--- src/rtl/colour_sequence_gen_pkg.sv ---
// Shared definitions for the colour sequence generator: colour codes,
// size defaults, LFSR constants and the FSM state type.
package colour_sequence_gen_pkg;

  localparam logic [3:0] BLACK  = 4'h0;
  localparam logic [3:0] GREEN  = 4'h1;
  localparam logic [3:0] RED    = 4'h2;
  localparam logic [3:0] BLUE   = 4'h4;
  localparam logic [3:0] YELLOW = 4'h8;

  localparam int         DEFAULT_MAX_LEN   = 8;
  localparam logic [6:0] LEVEL_MAX         = 7'd99;
  localparam logic [15:0] LFSR_MASK         = 16'hB400;
  localparam logic [15:0] LFSR_DEFAULT_SEED = 16'hACE1;

  typedef enum logic {
    ST_IDLE,
    ST_FILL
  } state_t;

  // Rotate a one-hot colour left by one position; YELLOW wraps to GREEN.
  function automatic logic [3:0] rotl_colour(input logic [3:0] c);
    return {c[2:0], c[3]};
  endfunction

endpackage

--- src/rtl/colour_sequence_gen_lfsr16.sv ---
// 16-bit Galois LFSR, free-running on every clock, loaded with seed on reset.
module lfsr16
  import colour_sequence_gen_pkg::*;
(
  input  logic        clock,
  input  logic        reset,
  input  logic [15:0] seed,
  output logic [15:0] value
);

  logic [15:0] r_value;

  always_ff @(posedge clock) begin
    if (reset) begin
      r_value <= seed;
    end else if (r_value[0]) begin
      r_value <= {1'b0, r_value[15:1]} ^ LFSR_MASK;
    end else begin
      r_value <= {1'b0, r_value[15:1]};
    end
  end

  assign value = r_value;

endmodule

--- src/rtl/colour_sequence_gen.sv ---
// Generates a random colour sequence for a memory game, one slot per cycle.
// state   | meaning
// ST_IDLE | sequence stable, ready=1, accepts newGame/nextLevel
// ST_FILL | writing slot r_slot, requests ignored, ready=0
module colour_sequence_gen
  import colour_sequence_gen_pkg::*;
#(
  parameter int          MAX_LEN   = DEFAULT_MAX_LEN,
  parameter int          START_LEN = 3,
  parameter logic [15:0] SEED      = LFSR_DEFAULT_SEED
) (
  input  logic                 clock,
  input  logic                 reset,
  input  logic                 newGame,
  input  logic                 nextLevel,
  output logic [4*MAX_LEN-1:0] coloursequence,
  output logic [3:0]           seqLength,
  output logic [6:0]           level,
  output logic                 ready
);

  localparam logic [15:0] SEED_EFF    = (SEED == 16'h0) ? LFSR_DEFAULT_SEED : SEED;
  localparam logic [3:0]  MAX_LEN_L   = 4'(MAX_LEN);
  localparam logic [3:0]  START_LEN_L = 4'(START_LEN);
  localparam logic [3:0]  LAST_SLOT   = 4'(MAX_LEN - 1);

  state_t               r_state;
  state_t               w_state_nxt;
  logic                 w_start_game;
  logic                 w_start_level;
  logic [3:0]           r_slot;
  logic [3:0]           r_len;
  logic [6:0]           r_level;
  logic [4*MAX_LEN-1:0] r_seq;
  logic [3:0]           r_prev1;
  logic [3:0]           r_prev2;
  logic [15:0]          w_lfsr;
  logic                 w_unused_lfsr;
  logic [3:0]           w_cand;
  logic                 w_triple;
  logic [3:0]           w_colour;

  lfsr16 u_lfsr (
    .clock (clock),
    .reset (reset),
    .seed  (SEED_EFF),
    .value (w_lfsr)
  );

  assign w_unused_lfsr = ^w_lfsr[15:2];

  always_ff @(posedge clock) begin
    if (reset) begin
      r_state <= ST_IDLE;
    end else begin
      r_state <= w_state_nxt;
    end
  end

  always_comb begin
    w_state_nxt   = r_state;
    w_start_game  = 1'b0;
    w_start_level = 1'b0;
    ready         = 1'b0;
    case (r_state)
      ST_IDLE: begin
        ready = 1'b1;
        if (newGame) begin
          w_start_game = 1'b1;
          w_state_nxt  = ST_FILL;
        end else if (nextLevel) begin
          w_start_level = 1'b1;
          w_state_nxt   = ST_FILL;
        end
      end
      ST_FILL: begin
        if (r_slot == LAST_SLOT) begin
          w_state_nxt = ST_IDLE;
        end
      end
      default: w_state_nxt = ST_IDLE;
    endcase
  end

  always_ff @(posedge clock) begin
    if (reset) begin
      r_level <= 7'd0;
      r_len   <= 4'd0;
      r_slot  <= 4'd0;
    end else if (w_start_game) begin
      r_level <= 7'd1;
      r_len   <= START_LEN_L;
      r_slot  <= 4'd0;
    end else if (w_start_level) begin
      r_level <= (r_level >= LEVEL_MAX) ? LEVEL_MAX : r_level + 7'd1;
      r_len   <= (r_len >= MAX_LEN_L) ? MAX_LEN_L : r_len + 4'd1;
      r_slot  <= 4'd0;
    end else if (r_state == ST_FILL) begin
      r_slot  <= r_slot + 4'd1;
    end
  end

  always_comb begin
    w_cand = GREEN;
    case (w_lfsr[1:0])
      2'd0:    w_cand = GREEN;
      2'd1:    w_cand = RED;
      2'd2:    w_cand = BLUE;
      default: w_cand = YELLOW;
    endcase
  end

  // r_prev1/r_prev2 hold the two slots written just before r_slot in this fill.
  assign w_triple = (r_slot >= 4'd2) && (w_cand == r_prev1) && (w_cand == r_prev2);
  assign w_colour = (r_slot < r_len) ? (w_triple ? rotl_colour(w_cand) : w_cand) : BLACK;

  always_ff @(posedge clock) begin
    if (reset) begin
      r_seq   <= '0;
      r_prev1 <= BLACK;
      r_prev2 <= BLACK;
    end else if (r_state == ST_FILL) begin
      for (int i = 0; i < MAX_LEN; i++) begin
        if (r_slot == 4'(i)) begin
          r_seq[4*i +: 4] <= w_colour;
        end
      end
      r_prev2 <= r_prev1;
      r_prev1 <= w_colour;
    end
  end

  assign coloursequence = r_seq;
  assign seqLength      = r_len;
  assign level          = r_level;

endmodule
--- config.mk ---
export PLATFORM = sky130hd
export DESIGN_NAME = colour_sequence_gen
export DESIGN_NICKNAME = d
export VERILOG_FILES = /design/src/rtl/colour_sequence_gen_pkg.sv /design/src/rtl/colour_sequence_gen_lfsr16.sv /design/src/rtl/colour_sequence_gen.sv
export SDC_FILE = /design/constraint.sdc
export NUM_CORES = 1
export LEC_CHECK = 0
export CORE_ASPECT_RATIO = 0.5
export CORE_MARGIN = 3
export CORE_UTILIZATION = 26
export DETAILED_ROUTE_END_ITERATION = 6
export PLACE_DENSITY = 0.46
export REMOVE_ABC_BUFFERS = 1
export SLEW_MARGIN = 20
export SYNTH_ARGS = -nofsm -noshare
export SYNTH_HDL_FRONTEND = slang
export SYNTH_SLANG_ARGS = --single-unit
--- constraint.sdc ---
create_clock -name clock -period 5.3 [get_ports clock]
set_input_delay 0.53 -clock clock [delete_from_list [all_inputs] [get_ports clock]]
set_output_delay 0.53 -clock clock [all_outputs]
set_load 0.01 [all_outputs]
# --- Yosys cells after proc, flatten, opt, wreduce, memory -nomap -nowiden ---
# Index checks and enable logic that the tools add are counted.
classes:
  addsub: 3
  bitwise_logic: 2
  eq_ne: 11
  n_reduce_logical: 15
  n_mux: 19
  order_cmp: 4
ops:
  columns: ["op", "n"]
  rows:
  - ["== test 4 x 3 -> 1 bit (second input constant)", 4]
  - ["two-way mux 16 bit", 1]
  - ["AND reduction 2 bit", 8]
  - ["two-way mux 4 bit", 3]
  - ["case mux 4 bit (3 select lines)", 1]
  - ["two-way mux 1 bit", 10]
  - ["adder 4 x 1 -> 4 bit (second input constant)", 2]
  - ["== test 4 x 2 -> 1 bit (second input constant)", 2]
  - ["== test 4 bit", 2]
  - ["adder 7 x 1 -> 7 bit (second input constant)", 1]
  - ["greater-or-equal comparator 7 bit (second input constant)", 1]
  - ["two-way mux 7 bit", 1]
  - ["== test 4 x 1 -> 1 bit (second input constant)", 1]
  - ["greater-or-equal comparator 4 x 2 -> 1 bit (second input constant)", 1]
  - ["greater-or-equal comparator 4 bit (second input constant)", 1]
  - ["zero test 4 bit", 1]
  - ["less-than comparator 4 bit", 1]
  - ["two-way mux 2 bit", 2]
  - ["NOT 3 -> 4 bit", 1]
  - ["OR reduction 3 bit", 1]
  - ["== test 2 x 1 -> 1 bit (second input constant)", 1]
  - ["== test 2 bit (second input constant)", 1]
  - ["logical AND 1 bit", 2]
  - ["zero test 2 bit", 1]
  - ["other kinds (4)", 4]
word_totals:
  output_inout_bits: 44
  regBits: 72

# --- Logic depth before layout (Yosys ltp) ---
# Gate-level depths: netlist (run 1).
depth:
  depth_word: 7
  depth_mapped: 8
  mapped_depth_nobuf: 7

# --- By module ---
# Synthesis (run 1) repeated with hierarchy kept, for this count alone.
unflattened:
  cells_unflattened: 340
  hier_area_um2: 3201.8
by_module_without_submodules:
  columns: ["mod", "cells_each", "area_per_inst_um2", "instances"]
  rows:
  - ["colour_sequence_gen", 300, 2641.3, 1]
  - ["lfsr16", 40, 560.5, 1]

# --- Worst setup path before layout (run 1) ---
# OpenSTA, ideal clock, no wires.
synth_timing:
  kind: "register to register"
  startpoint: "register r_len[1], in the netlist seqLength[1]"
  endpoint: "register r_prev1[3]"
  arrival_time_ns: 1.921
  path_stages_with_launch: 7
  synth_period_minus_slack_ns: 2.009
  slack_ns: 3.291
  setup_time_ns: 0.088
  path_cell_list: "dfxtp_1 > inv_1 > ha_1 > a2111o_4 > a21boi_4 > nand3_2 > a311oi_2"
synth_between:
  elab_chain_cells: 2
synth_rtl:
  columns: ["element", "line", "source"]
  rows:
  - ["start, declared", "colour_sequence_gen.sv:32", "logic [3:0] r_len;"]
  - ["start signal, assigned", "colour_sequence_gen.sv:96", "r_len <= (r_len >= MAX_LEN_L) ? MAX_LEN_L : r_len + 4'd1;"]
  - ["less-than comparator 4 bit", "colour_sequence_gen.sv:115", "assign w_colour = (r_slot < r_len) ? (w_triple ? rotl_colour(w_cand) : w_cand) : BLACK;"]
  - ["two-way mux 4 bit", "colour_sequence_gen.sv:115", null]
  - ["end signal, assigned", "colour_sequence_gen.sv:129", "r_prev1 <= w_colour;"]
  - ["end, declared", "colour_sequence_gen.sv:35", "logic [3:0] r_prev1;"]
# No other way between the ends.
# A chain may end at the register's enable or synchronous reset.

# --- Final worst setup path (run 1) ---
layout_timing:
  startpoint: "register r_state"
  endpoint: "output ready"
layout_between:
  elab_chain_cells: 1
layout_rtl:
  columns: ["element", "line", "source"]
  rows:
  - ["start, declared", "colour_sequence_gen.sv:27", "state_t r_state;"]
  - ["start signal, assigned", "colour_sequence_gen.sv:56", "r_state <= w_state_nxt;"]
  - ["two-way mux 1 bit", "colour_sequence_gen.sv:65", "case (r_state)"]
  - ["end, declared", "colour_sequence_gen.sv:19", "output logic ready"]
# No other way between the ends.

==> flow_summary_export.csv, run 1 <==
group,metric,value,unit
placement,globalplace.congestion,0.7938,
grt,grt_pass1_vias,2428,
floorplan,core_area,0.01198,sq mm
floorplan,fp-row-count,28,
finish,seq_area,0.001441,sq mm
pwr,p_sw,312.5,uW
critical_path,reg2regPathDepth,5,
grt,grt_pass1_wl,13080,microns
pwr,power_frac_seq,43.6,%
synthesis,ys_seq_area_share,44.48,%
route,drt-total-wl,7896,microns
critical_path,crit_path_start_kind,"register",
synthesis,yosys_warnings,0,
cts,cts_resized,0,
route,final_antenna_net_count,0,
placement,placed_cell_area,0.003822,sq mm
cts,numCtsBuffers,9,
synthesis,synth_top_cell_area_share,44.48,%
grt,gr-total-overflow,0,
finish,multi_input_area,0.001667,sq mm
run,drv_cap,0,
synthesis,ys_types,53,
critical_path,crit_fanout,22,
outcome,status,"completed",
cts,cts_tree,"yes",
critical_path,crit_path_start,"r_state",
route,drc,0,
floorplan,die_w,163.9,microns
timing,final_max_slew_viol_count,0,
cts,cts.htree.levels,3,
cts,cts_root_buffer,"clkbuf_16",
synthesis,ys_ff_latch,72,
route,vias,2525,
critical_path,worstReg2RegStart,"u_lfsr.value[0]",
critical_path,cp-end-kind,"output pin",
critical_path,r2r_slack,2.88,ns
pwr,power_density,323.8,mW/mm^2
pwr,clkPwrFrac,47.7,%
synthesis,yosys.area.top_type,"dfxtp_1",
cts,post_cts_buffers,0,
cts,path_clk_slew,0.06,ns
pwr,combPwrFrac,8.7,%
synthesis,synth-main-ff-cell,"dfxtp_1",
cts,clock-sinks,72,
min_path,hold_path_class,"reg2reg",
route,drt_iter0_drc,92,
synthesis,synth_edf_count,0,
timing,tns,0,ns
route,drt_pass1_iterations,4,
synthesis,syn_avg_cell_area,9.850,sq um
timing,hold_viol,0,
critical_path,cp_data_arrival_time,2.00,ns
timing,finalSetupViolCount,0,
floorplan,dieHeight,84.95,microns
timing,fin_crit,2.528,ns
timing,fmax,395.5,MHz
grt,antenna_found_initial,0,
floorplan,die-area,0.01392,sq mm
pwr,netSwitchingFraction,23.33,%
finish,post-route-cell-area,0.004136,sq mm
finish,n_fill_cell,1227,
timing,final.setup_skew,0.004621,ns
timing,fin_crit_sh,47.70,%
critical_path,path_class,"reg2out",
pwr,peakVddDrop,116.2,uV
cts,cts_buffer_depth,2,
finish,syn2layout_area_growth,27.64,%
finish,nets,381,
synthesis,synth_area,0.003241,sq mm
floorplan,ios,48,
timing,rsz0062_at_grt,"no",
synthesis,synth_area_leaders,"dfxtp_1 (44%), nor2_1 (5.0%), a311oi_1 (4.6%), ha_1 (3.9%), o21bai_1 (3.2%)",
cts,clock_latency,0.33,ns
route,viasPerCell,4.702,
placement,detailed_place_hpwl,5704,microns
critical_path,endpoint,"ready",
cts,cts_hold_buf,0,
pwr,p_int,1027,uW
finish,diodes,0,
synthesis,async_reset_ff_share,0,%
grt,track_usage,11.99,%
synthesis,syn_inst,329,
grt,grt_max_degree,41,
finish,drive_gt1_share,11.56,%
critical_path,reg2reg_to,"r_prev1[2]",
route,wl_per_cell,14.70,microns
timing,relSlewSlack,37.48,%
finish,final_core_util,34.52,%
timing,worst_pin_slew,0.9365,ns
placement,portBuffers,47,
floorplan,initial_core_util,27.05,%
critical_path,worstPathRequired,4.77,ns
pwr,leakage,0.001465,uW
cells in the final DEF (no fill, tap or decap), drive strengths merged, types with 8 or more instances in the layout:
cell type and instances:
clkbuf 11, or2 9, nor2 43, nand2 12, ha 10, o21bai 14, clkdlybuf4s50 47, inv 8
dfxtp 72, a311oi 18, a21oi 8, a31oi 16, o21ai 9, nor2b 9
power groups by stage:
stage / combinational, uW / sequential (uW) / clock, uW
final: 117 / 583 / 639
after global routing: 129 / 587 / 677
after CTS: 118 / 584 / 656
after detailed placement: 117 / 595 / 0
after global placement: 115 / 595 / 0
after floorplan: 74.1 / 592 / 0
sequential cells by signal, summed over array words and instances (netlist names):
register / cells
u_lfsr.value: 16
seqLength: 4
r_prev1: 4
r_prev2: 4
level: 7
r_state: 1
r_slot: 4
coloursequence: 32
kinds of logic (layout without fill, tap and decap cells):
family	after synthesis	after routing	synth area share, %
and+or+nand+nor	123	123	22.28
adders and majority gates	10	10	3.861
xor gates and xnor gates	10	10	2.703
muxes	5	5	1.544
AOI/OAI and AO/OA	80	80	21.04
DFF	72	72	44.48
buffers and inverters	29	72	4.092
worst min path at each step:
stage               cells past startpoint              from  slack (ns)                to
detailed placement                      1   u_lfsr.value[7]        0.41   u_lfsr.value[6]
global placement                        1   u_lfsr.value[8]        0.39   u_lfsr.value[7]
finish                                  1   u_lfsr.value[7]        0.41   u_lfsr.value[6]
CTS                                     1   u_lfsr.value[7]        0.42   u_lfsr.value[6]
global route                            1  u_lfsr.value[12]        0.44  u_lfsr.value[11]
floorplan                               1  u_lfsr.value[12]        0.39  u_lfsr.value[11]
critical path: stages (launching register included):
cell and delay (ns):
dfxtp_1 0.93, inv_1 0.20, clkdlybuf4s50_1 0.53
stage by stage:
step	cells	setup slack, ns	hold WS, ns	power (uW)
final	537	2.772	0.4137	1339
after global routing	537	2.645	0.4378	1393
after CTS	537	2.719	0.4195	1357
after detailed placement	521	2.803	0.4080	712.4
after global placement	521	2.899	0.3923	710.2
after floorplan	308	3.282	0.3895	665.9
cell usage after synthesis, drive strengths merged, types with 2 or more instances:
| cell type | instances |
|---|---|
| nor2b | 9 |
| a21oi | 8 |
| nor4b | 2 |
| mux2i | 5 |
| and3 | 2 |
| or2 | 9 |
| o21bai | 14 |
| a31oi | 16 |
| o211ai | 2 |
| and4 | 2 |
| and3b | 3 |
| nor2 | 43 |
| o21ai | 9 |
| nand2 | 12 |
| buf | 12 |
| nor3 | 5 |
| a21boi | 4 |
| a311oi | 18 |
| ha | 10 |
| nor4 | 3 |
| a211oi | 4 |
| nand4 | 7 |
| nand3b | 2 |
| nand3 | 7 |
| xnor2 | 5 |
| inv | 8 |
| dfxtp | 72 |
| and2 | 7 |
| clkbuf | 9 |
| xor2 | 5 |
| nand2b | 7 |
metal layers:
metal / GRT usage (%) / routed length (microns) / share of wire [%]
met1: 16.29 / 3926 / 50
met2: 18.46 / 3625 / 46
met3: 3.657 / 271 / 3.4
met4: 3.454 / 72 / 0.91
met5: 0 / 0 / 0
cell type report:
class / instances / area share, %
clock buffer: 11 / 5.626
clock inverter: 5 / 1.966
inverter: 8 / 0.7260
multi-input combinational: 228 / 40.29
sequential: 72 / 34.85
tap: 165 / 4.991
timing repair buffer: 48 / 11.55
Note: power is estimated with default switching activity, not from simulation.
==> run 2: changes to the inputs <==
- PLACE_DENSITY: 0.46 -> 0.48
- clock period: 5.3 -> 2.1 ns (I/O delays scaled with it)
==> flow_summary_export.csv, run 2 (same netlist as run 1, synthesis figures left out) <==
group,metric,value,unit
outcome,status,"completed",
timing,fmax,483.2,MHz
finish,syn2layout_area_growth,37.41,%
timing,whs,0.1896,ns
min_path,hold_path_class,"in2reg",
grt,grt_pass1_wl,12750,microns
grt,track_usage,11.80,%
pwr,p_int,2387,uW
route,drt-total-wl,7783,microns
route,drt_pass1_iterations,4,
timing,worst_pin_slew,0.4392,ns
timing,fin_crit,2.070,ns
pwr,clkPwrFrac,43.5,%
pwr,combPwrFrac,11.4,%
critical_path,worstPathRequired,2.35,ns
grt,antenna_found_initial,0,
cts,clock-sinks,72,
route,wl_per_cell,13.80,microns
critical_path,path_class,"reg2reg",
grt,grt_max_degree,40,
finish,diodes,0,
pwr,power_frac_seq,45.1,%
placement,globalplace.congestion,0.7370,
critical_path,crit_fanout,8,
timing,layout_setup_ws,0.03037,ns
cts,clock_latency,0.34,ns
pwr,peakVddDrop,400.5,uV
cts,cts_tree,"yes",
timing,final_max_slew_viol_count,0,
min_path,hold_depth,2,
finish,final_cell_mix,"dfxtp_1 (69), clkdlybuf4s50_1 (46), nor2_1 (43)",
timing,rsz0062_at_grt,"yes",
finish,largest_reg_flops,32,
pwr,p_sw,832.7,uW
floorplan,dieHeight,84.95,microns
timing,final.setup_skew,0.008396,ns
placement,dp_slack,-0.02600,ns
cts,cts_hold_buf,0,
pwr,power_density,723.0,mW/mm^2
finish,finalNonFillerCells,564,
floorplan,die_w,163.9,microns
timing,fin_crit_sh,98.55,%
placement,place_inst,543,
grt,gr-total-overflow,0,
timing,hold_viol,0,
critical_path,r2r_slack,0.03,ns
route,viasPerCell,4.548,
placement,portBuffers,47,
critical_path,crit_path_start_kind,"register",
route,drc,0,
run,drv_cap,0,
cts,path_clk_slew,0.06,ns
route,drt_iter0_drc,199,
cts,cts_buffer_depth,2,
cts,cts_root_buffer,"clkbuf_16",
route,final_antenna_net_count,0,
pwr,leakage,0.001601,uW
critical_path,cp_data_arrival_time,2.32,ns
finish,drive_gt1_share,23.56,%
floorplan,fp-row-count,28,
cts,numCtsBuffers,9,
finish,nets,408,
cts,cts.htree.levels,3,
timing,finalSetupViolCount,0,
critical_path,cp-end-kind,"register",
finish,multi_input_area,0.001773,sq mm
placement,detailed_place_hpwl,5607,microns
floorplan,core_area,0.01198,sq mm
route,vias,2565,
finish,n_fill_cell,1203,
grt,grt_pass1_vias,2423,
finish,seq_area,0.001445,sq mm
pwr,netSwitchingFraction,25.86,%
floorplan,ios,48,
finish,mostFrequentLayoutCell,"dfxtp_1",
timing,relSlewSlack,70.72,%
critical_path,reg2regPathDepth,6,
floorplan,initial_core_util,27.05,%
floorplan,die-area,0.01392,sq mm
-- run 2: cell type report --
class                   instances  area share (%)
multi-input cells             228           39.81
flip-flops and latches         72           32.45
repair buffers                 75           16.27
clock buffers                   9           5.058
well taps                     165           4.636
clock inverters                 7           1.096
inverters                       8          0.6743
-- run 2: power groups by stage --
stage	registers, uW	logic, uW	clock network [uW]
final	1450	367	1400
after global routing	1460	401	1520
after detailed placement	1480	342	0
after CTS	1450	345	1450
after global placement	1480	343	0
after floorplan	1490	187	0
-- run 2: path summary, 6_finish.rpt --
| check | endpoint | startpoint |
|---|---|---|
| worst max-delay path | r_prev1[2] | seqLength[1] |
| worst min-delay path | u_lfsr.value[2] | reset |
| worst max register to register | r_prev1[2] | seqLength[1] |
| worst min register to register | u_lfsr.value[6] | u_lfsr.value[7] |
-- run 2: through the flow --
step                      area (sq um)  setup TNS [ns]  power (uW)  utilization (%)
final                             4453               0        3219            37.17
after global routing              4453         -0.2702        3381            37.17
after CTS                         4285               0        3244            35.77
after detailed placement          4008         -0.2423        1824            33.45
after global placement            4008        -0.02445        1826            33.45
after floorplan                   3138               0        1681                -
-- run 2: metal layers --
layer	track usage (%)	share of wire (%)	vias up
met5	0	0	-
met4	3.914	1.0	0
met3	3.949	3.6	5
met2	17.41	44	28
met1	16.20	52	1217
li1	-	-	1315
-- run 2: worst max-delay path, stage by stage, from the launching register on --
cell and delay [ns]:
dfxtp_1 0.32, inv_1 0.09, ha_4 0.24, a2111o_4 0.58, a21boi_4 0.25, nand3_4 0.19, a311oi_2 0.31
-- run 2: repair_timing --
item	in CTS	in global routing
setup endpoints to repair	24	33
resized for setup	3	25
buffers inserted	0	5
pin swaps	1	20
gates cloned	0	0
==> run 3: changes to the inputs <==
- GPL_ROUTABILITY_DRIVEN: default -> 0
==> results of run 3 <==
Same layout as run 2: the final DEF is identical, and so are final timing and power.
